<file path="config.mk">
export PLATFORM = sky130hd
export DESIGN_NAME = heart_break_animator_flat
export DESIGN_NICKNAME = d
export VERILOG_FILES = /design/src/rtl/heart_break_animator_if.sv /design/src/rtl/heart_break_animator.sv /design/src/flat_wrapper.sv
export SDC_FILE = /design/constraint.sdc
export NUM_CORES = 1
export LEC_CHECK = 0
export ABC_AREA = 0
export CORE_MARGIN = 8
export CORE_UTILIZATION = 52
export DETAILED_ROUTE_END_ITERATION = 16
export HOLD_SLACK_MARGIN = 0.06
export MAX_ROUTING_LAYER = met4
export PLACE_DENSITY = 0.81
export SETUP_SLACK_MARGIN = 0.4
export SLEW_MARGIN = 5
export SYNTH_ARGS = -nofsm -noshare
export SYNTH_HDL_FRONTEND = slang
export SYNTH_SLANG_ARGS = --single-unit
</file>
<file path="constraint.sdc">
create_clock -name clk_in -period 6.2 [get_ports clk_in]
set_input_delay 0.62 -clock clk_in [delete_from_list [all_inputs] [get_ports clk_in]]
set_output_delay 0.62 -clock clk_in [all_outputs]
set_load 0.05 [all_outputs]
</file>
<file path="src/rtl/heart_break_animator_if.sv">
// Signal bundle between game logic / pixel pipeline (master) and heart_break_animator (slave).
// trigger_in and new_frame_in are single-cycle strobes with no back-pressure: the animator is always ready and consumes or ignores a strobe in the cycle it is high.
interface heart_break_animator_if;
  logic        trigger_in;
  logic        new_frame_in;
  logic [10:0] origin_x_in;
  logic [9:0]  origin_y_in;
  logic [10:0] left_x_out;
  logic [10:0] right_x_out;
  logic [9:0]  left_y_out;
  logic [9:0]  right_y_out;
  logic        left_mirror_out;
  logic        right_mirror_out;
  logic        active_out;
  logic        done_out;
  logic [1:0]  state_dbg;

  modport master (
    output trigger_in, new_frame_in, origin_x_in, origin_y_in,
    input  left_x_out, right_x_out, left_y_out, right_y_out,
    input  left_mirror_out, right_mirror_out, active_out, done_out, state_dbg
  );

  modport slave (
    input  trigger_in, new_frame_in, origin_x_in, origin_y_in,
    output left_x_out, right_x_out, left_y_out, right_y_out,
    output left_mirror_out, right_mirror_out, active_out, done_out, state_dbg
  );
endinterface

</file>
<file path="src/rtl/heart_break_animator.sv">
// Broken-heart animation: hold the cracked halves, then drop them under gravity while they drift apart.
// Optional macro HEART_TUMBLE_EN: mirror outputs toggle every TUMBLE_FRAMES fall frames.
module heart_break_animator #(
  parameter int HOLD_FRAMES   = 8,
  parameter int GRAVITY       = 1,
  parameter int VMAX          = 12,
  parameter int DRIFT         = 1,
  parameter int FLOOR_Y       = 720,
  parameter int SCREEN_W      = 1280,
  parameter int SPRITE_W      = 8,
`ifdef HEART_TUMBLE_EN
  parameter int SPRITE_H      = 12,
  parameter int TUMBLE_FRAMES = 4
`else
  parameter int SPRITE_H      = 12
`endif
) (
  input logic                   clk_in,
  input logic                   rst_n_in,
  heart_break_animator_if.slave anim
);

  typedef enum logic [1:0] {IDLE = 2'd0, HOLD = 2'd1, FALL = 2'd2, DONE = 2'd3} state_t;

  localparam int CW = (HOLD_FRAMES > 1) ? $clog2(HOLD_FRAMES) : 1;
  localparam logic [CW-1:0] HOLD_LAST  = CW'(HOLD_FRAMES - 1);
  localparam logic [10:0]   LAND_Y     = 11'(FLOOR_Y - SPRITE_H);
  localparam logic [10:0]   RIGHT_MAX  = 11'(SCREEN_W - SPRITE_W);
  localparam logic [10:0]   SPRITE_W_V = 11'(SPRITE_W);
  localparam logic [10:0]   DRIFT_V    = 11'(DRIFT);
  localparam logic [4:0]    VMAX_V     = 5'(VMAX);
  localparam logic [4:0]    GRAV_V     = 5'(GRAVITY);

  state_t          state;
  logic [CW-1:0]   hold_cnt;
  logic [10:0]     left_x, right_x;
  logic [9:0]      y;
  logic [3:0]      vy;
  logic            active, done;

  logic [4:0]      vy_sum, vy_next;
  logic [10:0]     y_next, left_next, right_next;
  logic [11:0]     right_sum;
  logic            lands;

  // Next-frame kinematics; y_next is one bit wider so a near-floor origin cannot wrap.
  always_comb begin
    vy_sum     = {1'b0, vy} + GRAV_V;
    vy_next    = (vy_sum > VMAX_V) ? VMAX_V : vy_sum;
    y_next     = {1'b0, y} + {6'd0, vy_next};
    lands      = (y_next >= LAND_Y);
    left_next  = (left_x < DRIFT_V) ? 11'd0 : (left_x - DRIFT_V);
    right_sum  = {1'b0, right_x} + {1'b0, DRIFT_V};
    right_next = (right_sum > {1'b0, RIGHT_MAX}) ? RIGHT_MAX : right_sum[10:0];
  end

`ifdef HEART_TUMBLE_EN
  localparam int TW = (TUMBLE_FRAMES > 1) ? $clog2(TUMBLE_FRAMES) : 1;
  localparam logic [TW-1:0] TUMBLE_LAST = TW'(TUMBLE_FRAMES - 1);
  logic [TW-1:0] tumble_cnt;
  logic          left_mirror, right_mirror;
`endif

  always_ff @(posedge clk_in or negedge rst_n_in) begin
    if (!rst_n_in) begin
      state    <= IDLE;
      hold_cnt <= '0;
      left_x   <= '0;
      right_x  <= '0;
      y        <= '0;
      vy       <= '0;
      active   <= 1'b0;
      done     <= 1'b0;
`ifdef HEART_TUMBLE_EN
      tumble_cnt   <= '0;
      left_mirror  <= 1'b0;
      right_mirror <= 1'b1;
`endif
    end else begin
      done <= 1'b0;
      case (state)
        IDLE: begin
          if (anim.trigger_in) begin
            left_x   <= anim.origin_x_in;
            right_x  <= anim.origin_x_in + SPRITE_W_V;
            y        <= anim.origin_y_in;
            vy       <= '0;
            hold_cnt <= '0;
            active   <= 1'b1;
            state    <= HOLD;
          end
        end
        HOLD: begin
          if (anim.new_frame_in) begin
            if (hold_cnt == HOLD_LAST) begin
              state <= FALL;
`ifdef HEART_TUMBLE_EN
              tumble_cnt <= '0;
`endif
            end else begin
              hold_cnt <= hold_cnt + 1'b1;
            end
          end
        end
        FALL: begin
          if (anim.new_frame_in) begin
            vy      <= vy_next[3:0];
            left_x  <= left_next;
            right_x <= right_next;
            if (lands) begin
              y     <= LAND_Y[9:0];
              done  <= 1'b1;
              state <= DONE;
            end else begin
              y <= y_next[9:0];
            end
`ifdef HEART_TUMBLE_EN
            if (tumble_cnt == TUMBLE_LAST) begin
              tumble_cnt   <= '0;
              left_mirror  <= ~left_mirror;
              right_mirror <= ~right_mirror;
            end else begin
              tumble_cnt <= tumble_cnt + 1'b1;
            end
`endif
          end
        end
        DONE: begin
          active <= 1'b0;
          state  <= IDLE;
`ifdef HEART_TUMBLE_EN
          left_mirror  <= 1'b0;
          right_mirror <= 1'b1;
`endif
        end
        default: state <= IDLE;
      endcase
    end
  end

  assign anim.left_x_out  = left_x;
  assign anim.right_x_out = right_x;
  assign anim.left_y_out  = y;
  assign anim.right_y_out = y;
  assign anim.active_out  = active;
  assign anim.done_out    = done;
  assign anim.state_dbg   = state;
`ifdef HEART_TUMBLE_EN
  assign anim.left_mirror_out  = left_mirror;
  assign anim.right_mirror_out = right_mirror;
`else
  assign anim.left_mirror_out  = 1'b0;
  assign anim.right_mirror_out = 1'b1;
`endif

endmodule

</file>
<file path="src/flat_wrapper.sv">
// flat-port wrapper written by rule: the top's interface ports become plain ports
module heart_break_animator_flat 
#(
  parameter int HOLD_FRAMES   = 8,
  parameter int GRAVITY       = 1,
  parameter int VMAX          = 12,
  parameter int DRIFT         = 1,
  parameter int FLOOR_Y       = 720,
  parameter int SCREEN_W      = 1280,
  parameter int SPRITE_W      = 8,

  parameter int SPRITE_H      = 12

)
  (clk_in, rst_n_in, anim_trigger_in, anim_new_frame_in, anim_origin_x_in, anim_origin_y_in, anim_left_x_out, anim_right_x_out, anim_left_y_out, anim_right_y_out, anim_left_mirror_out, anim_right_mirror_out, anim_active_out, anim_done_out, anim_state_dbg);
  heart_break_animator_if anim_i ();
  input logic clk_in;
  input logic rst_n_in;
  input wire logic [$bits(anim_i.trigger_in)-1:0] anim_trigger_in;
  input wire logic [$bits(anim_i.new_frame_in)-1:0] anim_new_frame_in;
  input wire logic [$bits(anim_i.origin_x_in)-1:0] anim_origin_x_in;
  input wire logic [$bits(anim_i.origin_y_in)-1:0] anim_origin_y_in;
  output wire logic [$bits(anim_i.left_x_out)-1:0] anim_left_x_out;
  output wire logic [$bits(anim_i.right_x_out)-1:0] anim_right_x_out;
  output wire logic [$bits(anim_i.left_y_out)-1:0] anim_left_y_out;
  output wire logic [$bits(anim_i.right_y_out)-1:0] anim_right_y_out;
  output wire logic [$bits(anim_i.left_mirror_out)-1:0] anim_left_mirror_out;
  output wire logic [$bits(anim_i.right_mirror_out)-1:0] anim_right_mirror_out;
  output wire logic [$bits(anim_i.active_out)-1:0] anim_active_out;
  output wire logic [$bits(anim_i.done_out)-1:0] anim_done_out;
  output wire logic [$bits(anim_i.state_dbg)-1:0] anim_state_dbg;
  assign anim_i.trigger_in = anim_trigger_in;
  assign anim_i.new_frame_in = anim_new_frame_in;
  assign anim_i.origin_x_in = anim_origin_x_in;
  assign anim_i.origin_y_in = anim_origin_y_in;
  assign anim_left_x_out = anim_i.left_x_out;
  assign anim_right_x_out = anim_i.right_x_out;
  assign anim_left_y_out = anim_i.left_y_out;
  assign anim_right_y_out = anim_i.right_y_out;
  assign anim_left_mirror_out = anim_i.left_mirror_out;
  assign anim_right_mirror_out = anim_i.right_mirror_out;
  assign anim_active_out = anim_i.active_out;
  assign anim_done_out = anim_i.done_out;
  assign anim_state_dbg = anim_i.state_dbg;
  heart_break_animator #(.HOLD_FRAMES(HOLD_FRAMES), .GRAVITY(GRAVITY), .VMAX(VMAX), .DRIFT(DRIFT), .FLOOR_Y(FLOOR_Y), .SCREEN_W(SCREEN_W), .SPRITE_W(SPRITE_W), .SPRITE_H(SPRITE_H)) u_core (.clk_in(clk_in), .rst_n_in(rst_n_in), .anim(anim_i));
endmodule
</file>
==> impl_results.md <==
- Status: finished clean
- Worst Setup Start Kind: flop
- Die area: ~8900 sq um
- Critical path's slowest cell: ha_1
- Setup ws final: roughly 2.7 ns
- Core area: just under 6000 sq um
- Mux share of post-synthesis cell area: less than 1%
- RSZ-0062 raised after global routing: no
- Fmax: approximately 290 MHz
- WL/cell: 16.4 microns
- CP Max Fanout: 7
- Synth top area cells: dfrtp_1 (34%), o21ai_0 (6.9%), ha_1 (6.3%)
- # Max-Cap Violations: 0
- #FFs+latches synth: 43
- Post-Route WL: roughly 8600 microns
- Largest net degree at the start of global routing: 44
- Finished Cell Area: 3980 sq um
- Worst path cell trace: ha_1, inv_1, nand2_1, mux2i_1, inv_1, ha_1, nand3_1, a21boi_0, o21ai_0, xnor2_1, a311oi_2, nor3_1, mux2_2
- Clock Skew: just under 0.008 ns
- Crit-path max cell delay: roughly 0.43 ns
- Post-Place Setup Slack: 2.77 ns
- CTS Buf Count: 5
- IO Count: 73
- Die X: between 90 and 100 microns
- Final hold slack: 0.481 ns
- Synth Instances: roughly 400
- Main combinational cell family by area after synthesis: compound AO/OA/AOI/OAI gates
- First-pass iteration count of the detailed router: 4
- Number of remaining DRC errors: 0
- Tot GR Track Use: approximately a fifth
- Mapped cell area: roughly 3200 sq um
- Starting Density: 54.0%
- Clock sinks: 43
- Area after DPL: slightly below 4000 sq um
- R2R depth: 13
- Most frequent cells in the layout: clkdlybuf4s50_1 (69), o21ai_0 (44), dfrtp_1 (43)
- Max_slew headroom: 33.2%
- Post-CTS resize count: 0
- Fin. Hold Viols: 0
- GRT overflow: 0
- Slew @ Worst Pin: 1.00 ns
- Cell type with the largest total area after synthesis: dfrtp_1
- DP HPWL: 6240 microns
- Critical Path AT: roughly 3.7 ns
- Final Setup Violations: 0
- Compound-cell area share of the yosys netlist: between 20% and 30%
- Initial DRC count: ~110
- Reg clk slew, reported paths: about 0.09 ns
- Post-Synth Simple-Gate Area: a little over a fifth
- CP Capture Type: flop
- Initial antenna violation count: 0
- Fraction of post-synthesis cell area in the top cell type by area: 33.7%
- Placement Rows: 28
- Async SR Flop Fraction: 100%
- Minimum clock period: between 3 and 4 ns
- Synth cell types: 57
- CP required: 6.39 ns
- Routed vias/inst: 5.86
- YS warnings: 0
- Syn Area/Cell: between 8 and 9 sq um
- Worst skew pair latency: about 0.30 ns
- EDFF count, synth: 0
- Synth Area in Adders: under 10%
- Synth-to-Final Area Change: 24.5%
- RD Place Congestion: between 0.9 and 1
- HP Class: input pin to asynchronous set/reset pin
- Final nets: approximately 500
- Setup bufs post-CTS: 0
- Fraction of layout cells with a size suffix above 1: under 10%
- ANT cells: 0
- CTS tree: done
- XOR/XNOR share of the synthesized area: approximately 5.2%
- Die Ht: roughly 94 microns
- Vias in the first global route: a little over 3000
- Register area share after synthesis: between 30% and 40%
- Final Max Tran Viols: 0
- Fillers: about 490
- Setup_tns: 0 ns
- CTS hold repair buffers: 0
- Vias: 3058
- Maximum root-to-sink buffer count: 2
- Synth Flop Type: dfrtp_1
- Critical path class: flop to flop
- Leading cell type in the layout, fill and taps excluded: clkdlybuf4s50_1
- IO Port Bufs: 70
- # H-tree levels: 2
- Root buffer cell: clkbuf_8
- First-pass GRT wire length: 14400 microns
- DRT antenna net count: 0
- Final Cycle Share: between 50% and 60%
-- layout make-up --
cell class | instances | area, sq um | share of cell area, %
multi-input combinational | 304 | 1890 | 47.4
sequential | 43 | 1080 | 27.1
timing repair buffer | 73 | 718 | 18.1
tap | 75 | 93.8 | 2.36
clock buffer | 6 | 72.6 | 1.82
inverter | 19 | 71.3 | 1.79
clock inverter | 2 | 60.1 | 1.51
-- per-layer routing --
metal  GRT usage [%]  vias up  wire (microns)
met5               -        -               0
met4            6.34        0             119
met3            4.05       10             628
met2            33.9       99            4140
met1            24.1     1451            3680
li1                -     1498               -
-- critical path, delay by kind of cell (launching register included) --
kind | cells | cell delay, ns
AND/OR/NAND/NOR | 3 | 0.48
flip-flops | 1 | 0.42
adder cells (fa/ha/maj) | 2 | 0.67
multiplexers | 2 | 0.61
XOR/XNOR | 1 | 0.31
buffers and inverters | 2 | 0.15
AO/OA/AOI/OAI | 3 | 0.75
-- metrics by stage --
step	cells	util [%]
3_3_place_gp	514	64.9
5_1_grt	522	67.2
4_1_cts	522	67.2
6_report	522	67.2
2_1_floorplan	395	-
3_5_place_dp	514	64.9
-- sequential cells by signal (all words and copies together), names as in the netlist --
signal                   count
u_core.anim.active_out       1
u_core.anim.done_out         1
u_core.anim.left_x_out      11
u_core.anim.left_y_out      10
u_core.anim.right_x_out     11
u_core.anim.state_dbg        2
u_core.hold_cnt              3
u_core.vy                    4
-- final timing paths --
path,start,end,slack [ns]
worst max-delay path,u_core.vy[0],u_core.anim.state_dbg[1],2.71
worst min-delay path,rst_n_in,u_core.anim.right_x_out[2],0.48
worst max register to register,u_core.vy[0],u_core.anim.state_dbg[1],2.71
worst min register to register,u_core.anim.active_out,u_core.anim.active_out,0.52
max in group asynchronous,rst_n_in,u_core.vy[3],5.10
min in group clk_in,u_core.anim.active_out,u_core.anim.active_out,0.52
-- cells by family (layout without fill, tap and decap cells) --
group                      count (synthesis)  after routing
AOI/OAI and AO/OA                        126            126
xor gates and xnor gates                  19             19
adders and majority gates                 17             17
buffers and inverters                     48            100
DFF                                       43             43
muxes                                      2              2
other                                      2              3
and+or+nand+nor                          137            137
-- cell usage after synthesis, types with 2 or more instances --
library cell	instances
o21ai_0	44
dfrtp_1	43
nand2_1	38
a21oi_1	30
nor2_1	27
nand3_1	22
inv_1	19
ha_1	16
clkbuf_1	14
nor3_1	14
buf_4	12
xnor2_1	12
and3_1	7
xor2_1	7
a21o_1	6
o22ai_1	6
a22o_1	5
a31oi_1	5
o31ai_1	5
a211oi_1	4
nand2b_1	4
nand4_1	3
nor2b_1	3
o21a_1	3
or2_2	3
or3_1	3
or4_1	3
a221oi_1	2
and2_1	2
buf_6	2
conb_1	2
nor4_1	2
o211ai_1	2
Power is not shown: default switching activity piles up to over one toggle a cycle in this logic, so the estimate is an artifact.
